<file path="config.mk">
export PLATFORM = sky130hd
export DESIGN_NAME = cw_key_debounce_repeat_flat
export DESIGN_NICKNAME = d
export VERILOG_FILES = /design/src/rtl/cw_key_debounce_repeat_if.sv /design/src/rtl/cw_key_debounce_repeat.sv /design/src/flat_wrapper.sv
export SDC_FILE = /design/constraint.sdc
export NUM_CORES = 1
export LEC_CHECK = 0
export BUFFER_PORTS_ARGS = -buffer_cell sky130_fd_sc_hd__buf_2
export CAP_MARGIN = 15
export CORE_UTILIZATION = 55
export CTS_BUF_LIST = sky130_fd_sc_hd__clkbuf_8
export DETAILED_ROUTE_END_ITERATION = 7
export PLACE_DENSITY = 0.78
export SLEW_MARGIN = 20
export SYNTH_ARGS = -nofsm -noshare
export SYNTH_HDL_FRONTEND = slang
export SYNTH_SLANG_ARGS = --single-unit
export TNS_END_PERCENT = 30
</file>
<file path="constraint.sdc">
create_clock -name Clk -period 2 [get_ports Clk]
set_input_delay 0.4 -clock Clk [delete_from_list [all_inputs] [get_ports Clk]]
set_output_delay 0.4 -clock Clk [all_outputs]
set_load 0.005 [all_outputs]
</file>
<file path="src/rtl/cw_key_debounce_repeat_if.sv">
`default_nettype none
// ============================================================================
// Module      : cw_key_debounce_repeat_if
// Description : Key bundle between the board keys and the debounce/repeat block.
// Revision    : 1.0 - initial release
// ============================================================================
interface cw_key_debounce_repeat_if #(
  parameter int NKEY = 2
);
  logic [NKEY-1:0] i_Key;
  logic [NKEY-1:0] o_Level;
  logic [NKEY-1:0] o_Press;
  logic [NKEY-1:0] o_Release;
  logic [NKEY-1:0] o_Step;

  modport master (output i_Key, input o_Level, o_Press, o_Release, o_Step);
  modport slave  (input i_Key, output o_Level, o_Press, o_Release, o_Step);
endinterface
`default_nettype wire

</file>
<file path="src/rtl/cw_key_debounce_repeat.sv">
`default_nettype none
// ============================================================================
// Module      : cw_key_debounce_repeat
// Description : Per-key synchronizer, debouncer, press/release pulses and an
//               optional auto-repeat step generator (macro CW_KEY_AUTOREPEAT_EN).
// Revision    : 1.0 - initial release
// ============================================================================
module cw_key_debounce_repeat #(
  parameter int NKEY          = 2,
  parameter int DEB_CYCLES    = 20,
  parameter int REPEAT_DELAY  = 500,
  parameter int REPEAT_PERIOD = 100
) (
  input  wire logic               Clk,
  input  wire logic               pRst,
  cw_key_debounce_repeat_if.slave key_bus
);

  localparam logic [7:0] c_DEB_LAST = 8'(DEB_CYCLES - 1);

  logic [NKEY-1:0] w_level;
  logic [NKEY-1:0] w_press;
  logic [NKEY-1:0] w_release;
  logic [NKEY-1:0] w_step;

`ifdef CW_KEY_AUTOREPEAT_EN
  localparam logic [15:0] c_DELAY_LAST  = 16'(REPEAT_DELAY - 1);
  localparam logic [15:0] c_PERIOD_LAST = 16'(REPEAT_PERIOD - 1);

  typedef enum logic [1:0] {
    ST_IDLE   = 2'd0,
    ST_DELAY  = 2'd1,
    ST_REPEAT = 2'd2
  } rpt_state_t;

  // More than one key held: x & (x-1) is nonzero iff at least two bits are set.
  logic w_chord;
  assign w_chord = |(w_level & (w_level - NKEY'(1)));
`else
  logic w_unused_repeat_cfg;
  assign w_unused_repeat_cfg = (REPEAT_DELAY > REPEAT_PERIOD);
`endif

  for (genvar k = 0; k < NKEY; k++) begin : g_key
    logic [1:0] r_sync;
    logic [7:0] r_deb_cnt;
    logic       r_level;
    logic       r_press;
    logic       r_release;
    logic       w_s;

    assign w_s = r_sync[1];

    always_ff @(posedge Clk or posedge pRst) begin
      if (pRst) begin
        r_sync    <= 2'b00;
        r_deb_cnt <= 8'd0;
        r_level   <= 1'b0;
        r_press   <= 1'b0;
        r_release <= 1'b0;
      end else begin
        r_sync    <= {r_sync[0], ~key_bus.i_Key[k]};
        r_press   <= 1'b0;
        r_release <= 1'b0;
        if (w_s == r_level) begin
          r_deb_cnt <= 8'd0;
        end else if (r_deb_cnt == c_DEB_LAST) begin
          r_level   <= w_s;
          r_deb_cnt <= 8'd0;
          r_press   <= w_s;
          r_release <= ~w_s;
        end else begin
          r_deb_cnt <= r_deb_cnt + 8'd1;
        end
      end
    end

    assign w_level[k]   = r_level;
    assign w_press[k]   = r_press;
    assign w_release[k] = r_release;

`ifdef CW_KEY_AUTOREPEAT_EN
    rpt_state_t  r_state;
    rpt_state_t  w_state_nxt;
    logic [15:0] r_rpt_cnt;
    logic [15:0] w_rpt_cnt_nxt;
    logic        w_rpt_step;

    always_ff @(posedge Clk or posedge pRst) begin
      if (pRst) begin
        r_state   <= ST_IDLE;
        r_rpt_cnt <= 16'd0;
      end else begin
        r_state   <= w_state_nxt;
        r_rpt_cnt <= w_rpt_cnt_nxt;
      end
    end

    // Release wins over a simultaneous expiry; a chord freezes the count.
    always_comb begin
      w_state_nxt   = r_state;
      w_rpt_cnt_nxt = r_rpt_cnt;
      w_rpt_step    = 1'b0;
      case (r_state)
        ST_IDLE: begin
          if (r_press) begin
            w_state_nxt   = ST_DELAY;
            w_rpt_cnt_nxt = 16'd0;
          end
        end
        ST_DELAY: begin
          if (r_release) begin
            w_state_nxt   = ST_IDLE;
            w_rpt_cnt_nxt = 16'd0;
          end else if (!w_chord) begin
            if (r_rpt_cnt == c_DELAY_LAST) begin
              w_state_nxt   = ST_REPEAT;
              w_rpt_cnt_nxt = 16'd0;
              w_rpt_step    = 1'b1;
            end else begin
              w_rpt_cnt_nxt = r_rpt_cnt + 16'd1;
            end
          end
        end
        ST_REPEAT: begin
          if (r_release) begin
            w_state_nxt   = ST_IDLE;
            w_rpt_cnt_nxt = 16'd0;
          end else if (!w_chord) begin
            if (r_rpt_cnt == c_PERIOD_LAST) begin
              w_rpt_cnt_nxt = 16'd0;
              w_rpt_step    = 1'b1;
            end else begin
              w_rpt_cnt_nxt = r_rpt_cnt + 16'd1;
            end
          end
        end
        default: begin
          w_state_nxt   = ST_IDLE;
          w_rpt_cnt_nxt = 16'd0;
        end
      endcase
    end

    assign w_step[k] = r_press | w_rpt_step;
`else
    assign w_step[k] = r_press;
`endif
  end

  assign key_bus.o_Level   = w_level;
  assign key_bus.o_Press   = w_press;
  assign key_bus.o_Release = w_release;
  assign key_bus.o_Step    = w_step;

endmodule
`default_nettype wire

</file>
<file path="src/flat_wrapper.sv">
// flat-port wrapper written by rule: the top's interface ports become plain ports
module cw_key_debounce_repeat_flat 
#(
  parameter int NKEY          = 2,
  parameter int DEB_CYCLES    = 20,
  parameter int REPEAT_DELAY  = 500,
  parameter int REPEAT_PERIOD = 100
)
  (Clk, pRst, key_bus_i_Key, key_bus_o_Level, key_bus_o_Press, key_bus_o_Release, key_bus_o_Step);
  cw_key_debounce_repeat_if #(.NKEY(NKEY)) key_bus_i ();
  input  wire logic Clk;
  input  wire logic pRst;
  input wire logic [$bits(key_bus_i.i_Key)-1:0] key_bus_i_Key;
  output wire logic [$bits(key_bus_i.o_Level)-1:0] key_bus_o_Level;
  output wire logic [$bits(key_bus_i.o_Press)-1:0] key_bus_o_Press;
  output wire logic [$bits(key_bus_i.o_Release)-1:0] key_bus_o_Release;
  output wire logic [$bits(key_bus_i.o_Step)-1:0] key_bus_o_Step;
  assign key_bus_i.i_Key = key_bus_i_Key;
  assign key_bus_o_Level = key_bus_i.o_Level;
  assign key_bus_o_Press = key_bus_i.o_Press;
  assign key_bus_o_Release = key_bus_i.o_Release;
  assign key_bus_o_Step = key_bus_i.o_Step;
  cw_key_debounce_repeat #(.NKEY(NKEY), .DEB_CYCLES(DEB_CYCLES), .REPEAT_DELAY(REPEAT_DELAY), .REPEAT_PERIOD(REPEAT_PERIOD)) u_core (.Clk(Clk), .pRst(pRst), .key_bus(key_bus_i));
endmodule
</file>
# Yosys cells after proc, flatten, opt, wreduce, memory -nomap -nowiden
# Cells that the tools add are included.
# totals
out_inout_bits	8
regBits	26
# op_classes
addsub	2
n_reduce_logical	2
bitwise_logic	6
n_eq_ne	4
n_mux	12
# ops
operator	n
8-bit 2-to-1 mux	4
8-bit by 1-bit adder with 8-bit output (second input constant)	2
8-bit by 5-bit equality test with 1-bit output (second input constant)	2
1-bit 2-to-1 mux	8
1-bit NOT	6
2-bit AND reduction	2
1-bit equality test	2

# Depth between registers and ports, before layout
# Gate-level depths: netlist (run 1).
# logic_depth
ltp_word	3
ltp_mapped	4
depth_no_buf	4

# Worst setup path after synthesis (run 1)
# Ideal clock, no wire load.
# synth_path
path_type	flip-flop to flip-flop
start	register u_core.g_key[1].r_deb_cnt[0]
end	register u_core.g_key[1].r_level
setup_time_ns	0.125
path_slack_ns	0.594
period_less_slack_ns	1.406
arrival_time_ns	1.281
path_stages_with_launch	5
cell_sequence	dfrtp_1 -> ha_1 -> and4bb_2 -> nand2_1 -> mux2_2
# synth_between
elab_chain_len	2
# synth_lines
element	line	text
start, declared	cw_key_debounce_repeat.sv:46	logic [7:0] r_deb_cnt;
start signal, assigned	cw_key_debounce_repeat.sv:73	r_deb_cnt <= r_deb_cnt + 8'd1;
8-bit by 5-bit equality test with 1-bit output	cw_key_debounce_repeat.sv:67	end else if (r_deb_cnt == c_DEB_LAST) begin
2-bit AND reduction (no line)	-	
end signal, assigned	cw_key_debounce_repeat.sv:68	r_level <= w_s;
end, declared	cw_key_debounce_repeat.sv:47	logic r_level;
# No other way between the ends.
# A chain may end at the register's enable or synchronous reset.

# Worst setup path after layout (run 1)
# Same ends and word-level chain as after synthesis.

==> results of run 1 <==
-- worst max-delay path: stages, from the launching register on --
cell and delay, ps:
sky130_fd_sc_hd__dfrtp_1 410, sky130_fd_sc_hd__ha_1 260, sky130_fd_sc_hd__and4bb_2 240, sky130_fd_sc_hd__nand2_1 130, sky130_fd_sc_hd__mux2_2 350
-- state kept, by name, summed over array words and instances (netlist names) --
| name | cells |
|---|---|
| u_core.g_key.r_deb_cnt | 16 |
| u_core.g_key.r_level | 2 |
| u_core.g_key.r_press | 2 |
| u_core.g_key.r_release | 2 |
| u_core.g_key.r_sync | 4 |
-- path summary, 6_finish.rpt --
check,from,endpoint,slack (ps)
min in group Clk,key_bus_i_Key[0],u_core.g_key[0].r_sync[0],280
worst min-delay path,pRst,u_core.g_key[1].r_sync[1],180
worst max register to register,u_core.g_key[1].r_deb_cnt[0],u_core.g_key[1].r_level,500
worst max-delay path,u_core.g_key[1].r_deb_cnt[0],u_core.g_key[1].r_level,500
worst min register to register,u_core.g_key[1].r_sync[0],u_core.g_key[1].r_sync[1],360
max in group asynchronous,pRst,u_core.g_key[1].r_deb_cnt[1],1580
-- through the flow --
stage	setup WS (ps)	power (uW)	instance area [um^2]	util (%)	hold slack (ps)
detailed placement	523	612	1210	61.3	347
global placement	569	609	1210	61.3	335
global route	463	914	1260	63.4	223
floorplan	594	596	1180	-	331
finish	502	873	1260	63.4	177
CTS	510	886	1260	63.4	182
-- kinds of logic after synthesis --
| family | share of synthesized area (%) |
|---|---|
| buf+inv | 6.37 |
| fa+ha+maj | 2.12 |
| mux | 2.23 |
| xor+xnor | 4.46 |
| flops | 55.2 |
| simple gates | 19.5 |
| compound gates | 10.1 |
-- cell usage in the layout (no fill, tap or decap), types with 2 or more instances in the layout --
| cell type | synthesis | final |
|---|---|---|
| sky130_fd_sc_hd__nand3_1 | 3 | 3 |
| sky130_fd_sc_hd__nand4_1 | 2 | 2 |
| sky130_fd_sc_hd__clkbuf_8 | 0 | 3 |
| sky130_fd_sc_hd__dfrtp_1 | 26 | 26 |
| sky130_fd_sc_hd__nor2_1 | 8 | 8 |
| sky130_fd_sc_hd__nand2_1 | 5 | 5 |
| sky130_fd_sc_hd__xnor2_1 | 2 | 2 |
| sky130_fd_sc_hd__ha_1 | 2 | 2 |
| sky130_fd_sc_hd__o21ai_0 | 7 | 7 |
| sky130_fd_sc_hd__nor3b_1 | 4 | 4 |
| sky130_fd_sc_hd__nand3_2 | 2 | 2 |
| sky130_fd_sc_hd__a21bo_2 | 2 | 2 |
| sky130_fd_sc_hd__buf_2 | 0 | 11 |
| sky130_fd_sc_hd__or3_1 | 6 | 6 |
| sky130_fd_sc_hd__a21oi_1 | 6 | 6 |
| sky130_fd_sc_hd__xor2_1 | 4 | 4 |
| sky130_fd_sc_hd__inv_1 | 4 | 4 |
-- layout make-up --
class	count	area (um^2)	share of cell area, %
tap	27	33.8	2.69
clock buffer	3	41.3	3.29
sequential	26	651	51.8
multi-input combinational	66	453	36.1
timing repair buffer	12	62.6	4.98
inverter	4	15.0	1.20
-- layer usage --
layer | global-route usage (%) | part of all wire (%) | vias up
met5 | 0 | 0 | -
met4 | 8.89 | 0.61 | 0
met3 | 3.33 | 2.1 | 2
met2 | 30.9 | 52 | 8
met1 | 20.9 | 46 | 382
li1 | - | - | 373
-- report_power, final --
part	switching, uW	internal (uW)	total [uW]	leakage, uW
Clock	138	134	273	0.0000216
Sequential	14.1	539	553	0.000349
Combinational	28.7	18.9	47.7	0.000209
Total	181	692	873	0.000580
==> results by group, run 1 <==
Timing
  – FMAX: 667 MHz
  – Final total negative setup slack: 0 ps
  – Final period util: 74.9%
  – Post-layout min period: 1500 ps
  – Slew at the pin closest to its max-slew limit: 472 ps
  – Worst-case clock skew: 4.50 ps
  – Headroom to the max-slew limit: 68.3%
  – Fin. max-slew vios: 0
  – Final number of hold-violating endpoints: 0
  – Setup repair after global routing missed its margin: false
  – Count of final setup violators: 0

Layout
  – Number of inserted filler cells in the final layout: 144
  – Post-layout nets: 119
  – Synthesis-to-layout area growth: 6.58%
  – Finished Layout Cells: 138
  – Fraction of layout cells with a size suffix above 1: 21.6%
  – Inserted Diodes: 0

Critical path
  – Maximum net fanout on the critical path: 4
  – CP Launch Type: flop
  – Worst Path Class, Setup: reg -> reg
  – Required @ worst endpoint: 2140 ps
  – Cells on worst reg2reg path: 4
  – Critical path data arrival time: 1640 ps
  – Kind of capture point of the worst setup path: flop

Detailed routing
  – DRT iter0 DRCs: 20
  – DRC Markers: 0
  – Number of iterations in the first detailed-routing pass: 4
  – Number of vias per cell after detailed routing: 5.54
  – Overall via count from detail_route: 765
  – Routed wire length: 1800 um
  – Detailed-route wire length per cell: 13.0 um
  – Count of nets left with antenna violations after detail routing: 0

GRT
  – Antenna violations before repair: 0
  – First-pass GRT wire length: 2790 um
  – Pin count of the biggest net entering global routing: 27
  – Remaining Overflow, GRT: 0
  – Number of global-route vias before repair: 682
  – Total routing resource utilization after global routing: 17.8%

Clocking
  – # resized after CTS: 0
  – Clock sinks: 26
  – Clock Path Buffers: 2
  – CTS tree: done
  – Clock-pin transition on the worst setup and hold timing paths: 80 ps
  – Number of CTS-inserted buffers: 3
  – Clock insertion delay at the later pin of the skew report: 260 ps
  – Root cell of the clock tree: sky130_fd_sc_hd__clkbuf_8
  – Total setup buffers inserted after CTS: 0
  – Deepest level of the CTS H-tree: 1
  – Count of hold-fix buffers inserted at cts: 0

Floorplanning
  – Starting density of the core: 59.5%
  – Die area: 2330 um^2
  – Placement Rows: 16
  – Die Y: 48.3 um
  – Top-level port count: 12
  – Chip width: 48.3 um
  – CORE AREA: 1980 um^2

Logic synthesis
  – Register area share after synthesis: 55.2%
  – Async SR Flop Fraction: 100%
  – Post-synthesis sequential element count: 26
  – Gate Count Post-Synth: 104
  – Top post-synthesis cells by area: sky130_fd_sc_hd__dfrtp_1 55%, sky130_fd_sc_hd__buf_4 5.1%, sky130_fd_sc_hd__or3_1 3.2%
  – Mapped Area: 1180 um^2
  – Syn nets: 110
  – Cell variety after synth: 29
  – Count of flip-flops with a built-in enable after synthesis: 0
  – Syn Area/Cell: 11.3 um^2
  – Count leader, synth: sky130_fd_sc_hd__dfrtp_1
  – Yosys top cell area share: 55.2%
  – Yosys Warn Count: 0
  – Largest area contributor in the netlist: sky130_fd_sc_hd__dfrtp_1
  – Synth cell count leaders: 26 x sky130_fd_sc_hd__dfrtp_1, 8 x sky130_fd_sc_hd__buf_4, 8 x sky130_fd_sc_hd__nor2_1
  – Top flip-flop cell by instance count after synthesis: sky130_fd_sc_hd__dfrtp_1

Placed design
  – Port-buffer cells: 11
  – Total placed cells including tap cells: 135
  – Sum of net half-perimeters after detailed placement: 1310 um
  – Final weighted congestion in routability-driven placement: 0.757

Run
  – Max-cap check violation count: 0

Worst hold path
  – Hold crit path type: in -> async

Pwr
  – Leakage power total: 0.000580 uW
  – Worst VDD drop: 0.000516 V
  – Power density over the cells: 695 nW/um^2

Outcome
  – Status: finished clean
(Power assumes the default switching activity.)
==> run 2: changes to the inputs <==
--- a/config.mk
+++ b/config.mk
@@ -5,12 +5,13 @@
 export SDC_FILE = /design/constraint.sdc
 export NUM_CORES = 1
 export LEC_CHECK = 0
+export ABC_AREA = 1
 export BUFFER_PORTS_ARGS = -buffer_cell sky130_fd_sc_hd__buf_2
 export CAP_MARGIN = 15
-export CORE_UTILIZATION = 55
+export CORE_UTILIZATION = 54
 export CTS_BUF_LIST = sky130_fd_sc_hd__clkbuf_8
 export DETAILED_ROUTE_END_ITERATION = 7
-export PLACE_DENSITY = 0.78
+export PLACE_DENSITY = 0.8
 export SLEW_MARGIN = 20
 export SYNTH_ARGS = -nofsm -noshare
 export SYNTH_HDL_FRONTEND = slang
==> constraint.sdc (replaced) <==
create_clock -name Clk -period 1.2 [get_ports Clk]
set_input_delay 0.24 -clock Clk [delete_from_list [all_inputs] [get_ports Clk]]
set_output_delay 0.24 -clock Clk [all_outputs]
set_load 0.005 [all_outputs]
==> run 2 against run 1 <==
- critical path type unchanged
- power grew 81%
- cell count grew 38%
- largest cell class unchanged
- synthesized cell count grew 46%
- highest routed layer unchanged
==> results by group, run 2 <==
Outcome
  – Status: finished clean

Layout
  – Total area of multi-input combinational cells: 467 um^2 (+3.0%)
  – Largest register FFs: 16 (unchanged)
  – Fin area: 1380 um^2 (+10%)
  – Synthesis-to-layout area growth: 11.5%
  – Number of inserted filler cells in the final layout: 168 (+17%)
  – Fraction of layout cells with a size suffix above 1: 19.6% (-2.0 points)
  – Sequential cell area: 652 um^2 (+0.19%)
  – Inserted Diodes: 0 (unchanged)
  – Post-layout nets: 170 (+43%)
  – Most common library cell in the layout ignoring fill and taps: sky130_fd_sc_hd__nand2_1
  – Largest registers: u_core.g_key.r_deb_cnt: 16 flops, u_core.g_key.r_sync: 4 flops
  – Largest reg by FF count: u_core.g_key.r_deb_cnt
  – Commonest cells after routing, fill and taps aside: 35 x sky130_fd_sc_hd__nand2_1, 25 x sky130_fd_sc_hd__dfrtp_1, 23 x sky130_fd_sc_hd__inv_1, 22 x sky130_fd_sc_hd__nor2_1, 11 x sky130_fd_sc_hd__buf_2

Logic synthesis
  – Gate Count Post-Synth: 152 (+46%)
  – Largest area contributor in the netlist: sky130_fd_sc_hd__dfrtp_1
  – Cell variety after synth: 17 (-41%)
  – Yosys Warn Count: 0 (unchanged)
  – Register area share after synthesis: 52.5% (-2.7 points)
  – Syn nets: 158 (+44%)
  – Yosys top cell area share: 52.5% (-2.7 points)
  – Count of flip-flops with a built-in enable after synthesis: 0 (unchanged)
  – Syn Area/Cell: 8.16 um^2 (-28%)
  – Mapped Area: 1240 um^2 (+5.2%)
  – Top post-synthesis cells by area: sky130_fd_sc_hd__dfrtp_1 52%, sky130_fd_sc_hd__nand2_1 11%, sky130_fd_sc_hd__inv_1 7.3%
  – Post-synthesis sequential element count: 26 (unchanged)
  – Top flip-flop cell by instance count after synthesis: sky130_fd_sc_hd__dfrtp_1
  – Count leader, synth: sky130_fd_sc_hd__nand2_1
  – Async SR Flop Fraction: 100% (unchanged)
  – Synth cell count leaders: 36 x sky130_fd_sc_hd__nand2_1, 26 x sky130_fd_sc_hd__dfrtp_1, 24 x sky130_fd_sc_hd__inv_1, 24 x sky130_fd_sc_hd__nor2_1, 10 x sky130_fd_sc_hd__nand3_1

Clocking
  – Root cell of the clock tree: sky130_fd_sc_hd__clkbuf_8
  – Clock sinks: 26 (unchanged)
  – CTS tree: done
  – Deepest level of the CTS H-tree: 1 (unchanged)
  – Clock-pin transition on the worst setup and hold timing paths: 80 ps (about the same)
  – Clock Path Buffers: 2 (unchanged)
  – Number of CTS-inserted buffers: 3 (unchanged)
  – Count of hold-fix buffers inserted at cts: 0 (unchanged)
  – Clock insertion delay at the later pin of the skew report: 270 ps (about the same)

Floorplanning
  – Starting density of the core: 60.1% (+0.66 points)
  – Top-level port count: 12 (unchanged)
  – Die Y: 49.9 um (+3.4%)
  – Placement Rows: 16 (unchanged)
  – Chip width: 49.9 um (+3.4%)
  – CORE AREA: 2060 um^2 (+4.0%)
  – Die area: 2490 um^2 (+6.9%)

Critical path
  – Required @ worst endpoint: 1360 ps (-780 ps)
  – Kind of capture point of the worst setup path: flop
  – R2R setup slack: 70 ps (-440 ps)
  – Critical path data arrival time: 1300 ps (-340 ps)
  – CP Launch Type: flop
  – Reg2Reg Launch Point: u_core.g_key[0].r_deb_cnt[0]
  – End of the worst register-to-register path: u_core.g_key[0].r_deb_cnt[2]
  – Cells on worst reg2reg path: 6 (+2)
  – Maximum net fanout on the critical path: 4 (unchanged)
  – Worst Path Class, Setup: reg -> reg

Timing
  – Headroom to the max-slew limit: 78.9% (+11 points)
  – Crit path setup slack, layout: 65.0 ps (-437 ps)
  – WHS: 3.86 ps (-174 ps)
  – Slew at the pin closest to its max-slew limit: 317 ps (-155 ps)
  – Final period util: 94.6% (+20 points)
  – Worst-case clock skew: 4.14 ps (-0.365 ps)
  – Final total negative setup slack: 0 ps (unchanged)
  – Final number of hold-violating endpoints: 0 (unchanged)
  – Count of final setup violators: 0 (unchanged)
  – Fin. max-slew vios: 0 (unchanged)
  – FMAX: 881 MHz (+32%)
  – Post-layout min period: 1130 ps (-363 ps)

GRT
  – Number of global-route vias before repair: 968 (+42%)
  – Pin count of the biggest net entering global routing: 27 (unchanged)
  – Total routing resource utilization after global routing: 20.8% (+3.0 points)
  – Antenna violations before repair: 0 (unchanged)
  – Remaining Overflow, GRT: 0 (unchanged)
  – First-pass GRT wire length: 3830 um (+37%)

Pwr
  – Power density over the cells: 1140 nW/um^2 (+64%)
  – Worst VDD drop: 0.000779 V (+51%)
  – Leakage power total: 0.000676 uW (+17%)

Detailed routing
  – Number of iterations in the first detailed-routing pass: 4 (unchanged)
  – Number of vias per cell after detailed routing: 5.18 (-6.6%)
  – Count of nets left with antenna violations after detail routing: 0 (unchanged)
  – Detailed-route wire length per cell: 11.7 um (-9.9%)
  – Routed wire length: 2230 um (+24%)
  – DRC Markers: 0 (unchanged)
  – DRT iter0 DRCs: 30 (+50%)
  – Overall via count from detail_route: 984 (+29%)

Placed design
  – Sum of net half-perimeters after detailed placement: 1540 um (+17%)
  – Placed cell area: 1280 um^2 (+5.7%)
  – Worst slack at placement: -11.4 ps (-534 ps)
  – Port-buffer cells: 11 (unchanged)
  – Final weighted congestion in routability-driven placement: 0.862 (+14%)

Worst hold path
  – Hold crit path type: in -> async

Run
  – Max-cap check violation count: 0 (unchanged)
==> run 2: changes by cell type in the layout (fill, tap and decap cells not counted), sizes merged, moves of 4 or more <==
cell / delta
or3: -6
a21oi: -4
nor3b: -4
inv: +20
nand2: +32
nor2: +19
nand3: +5
==> run 2: how the worst max path moves through the flow <==
stage | cells after the start | to | slack, ps | from
floorplan | 6 | u_core.g_key[0].r_deb_cnt[2] | 130 | u_core.g_key[0].r_deb_cnt[0]
global placement | 6 | u_core.g_key[0].r_deb_cnt[0] | 80 | u_core.g_key[0].r_deb_cnt[0]
detailed placement | 6 | u_core.g_key[0].r_deb_cnt[2] | -10 | u_core.g_key[0].r_deb_cnt[0]
CTS | 6 | u_core.g_key[0].r_deb_cnt[2] | 20 | u_core.g_key[0].r_deb_cnt[1]
global route | 6 | u_core.g_key[0].r_deb_cnt[2] | -20 | u_core.g_key[0].r_deb_cnt[0]
finish | 6 | u_core.g_key[0].r_deb_cnt[2] | 70 | u_core.g_key[0].r_deb_cnt[0]
==> run 2: logic make-up after synthesis <==
group | count (synthesis) | synth area share [%]
simple gates | 79 | 26.4
buf+inv | 32 | 12.1
flops | 26 | 52.5
compound gates | 9 | 4.14
xor+xnor | 4 | 2.83
fa+ha+maj | 2 | 2.02
==> run 2: layout make-up <==
| class | instances | area share (%) |
|---|---|---|
| sequential | 26 | 47.1 |
| multi-input combinational | 94 | 33.8 |
| tap | 27 | 2.44 |
| inverter | 24 | 6.52 |
| timing repair buffer | 15 | 6.15 |
| clock buffer | 4 | 3.98 |
==> run 2: timing repair <==
action / CTS / global route
pin swaps: 0 / 2
buffers inserted: 1 / 1
gates resized for setup: 1 / 8
endpoints found under the setup margin: 4 / 16
==> run 2: critical path, stage by stage (launching register included) <==
cell                      delay [ps]
sky130_fd_sc_hd__dfrtp_1         420
sky130_fd_sc_hd__ha_4            180
sky130_fd_sc_hd__nand2_1          50
sky130_fd_sc_hd__nor2_1          110
sky130_fd_sc_hd__nand2_1         100
sky130_fd_sc_hd__nand2_2         110
sky130_fd_sc_hd__nor2_1           50
==> run 2: where the power goes <==
group	total, uW	leakage, uW	internal (uW)	switching (uW)
clock network	550	0.0000288	293	257
registers	921	0.000347	899	22.0
logic	109	0.000299	44.8	63.9
==> run 2: per-layer routing <==
| metal | track usage [%] | vias up | routed length, um |
|---|---|---|---|
| li1 | - | 476 | - |
| met3 | 4.63 | 5 | 135 |
| met4 | 12.4 | 0 | 46 |
| met2 | 33.1 | 47 | 1080 |
| met5 | 0 | - | 0 |
| met1 | 25.7 | 456 | 975 |
==> run 2: through the flow <==
stage          util (%)  instances  power, uW
2_1_floorplan         -        152        994
3_3_place_gp       62.3        184       1020
3_5_place_dp       62.3        184       1030
4_1_cts            65.4        189       1580
5_1_grt            67.1        190       1650
6_report           67.1        190       1580
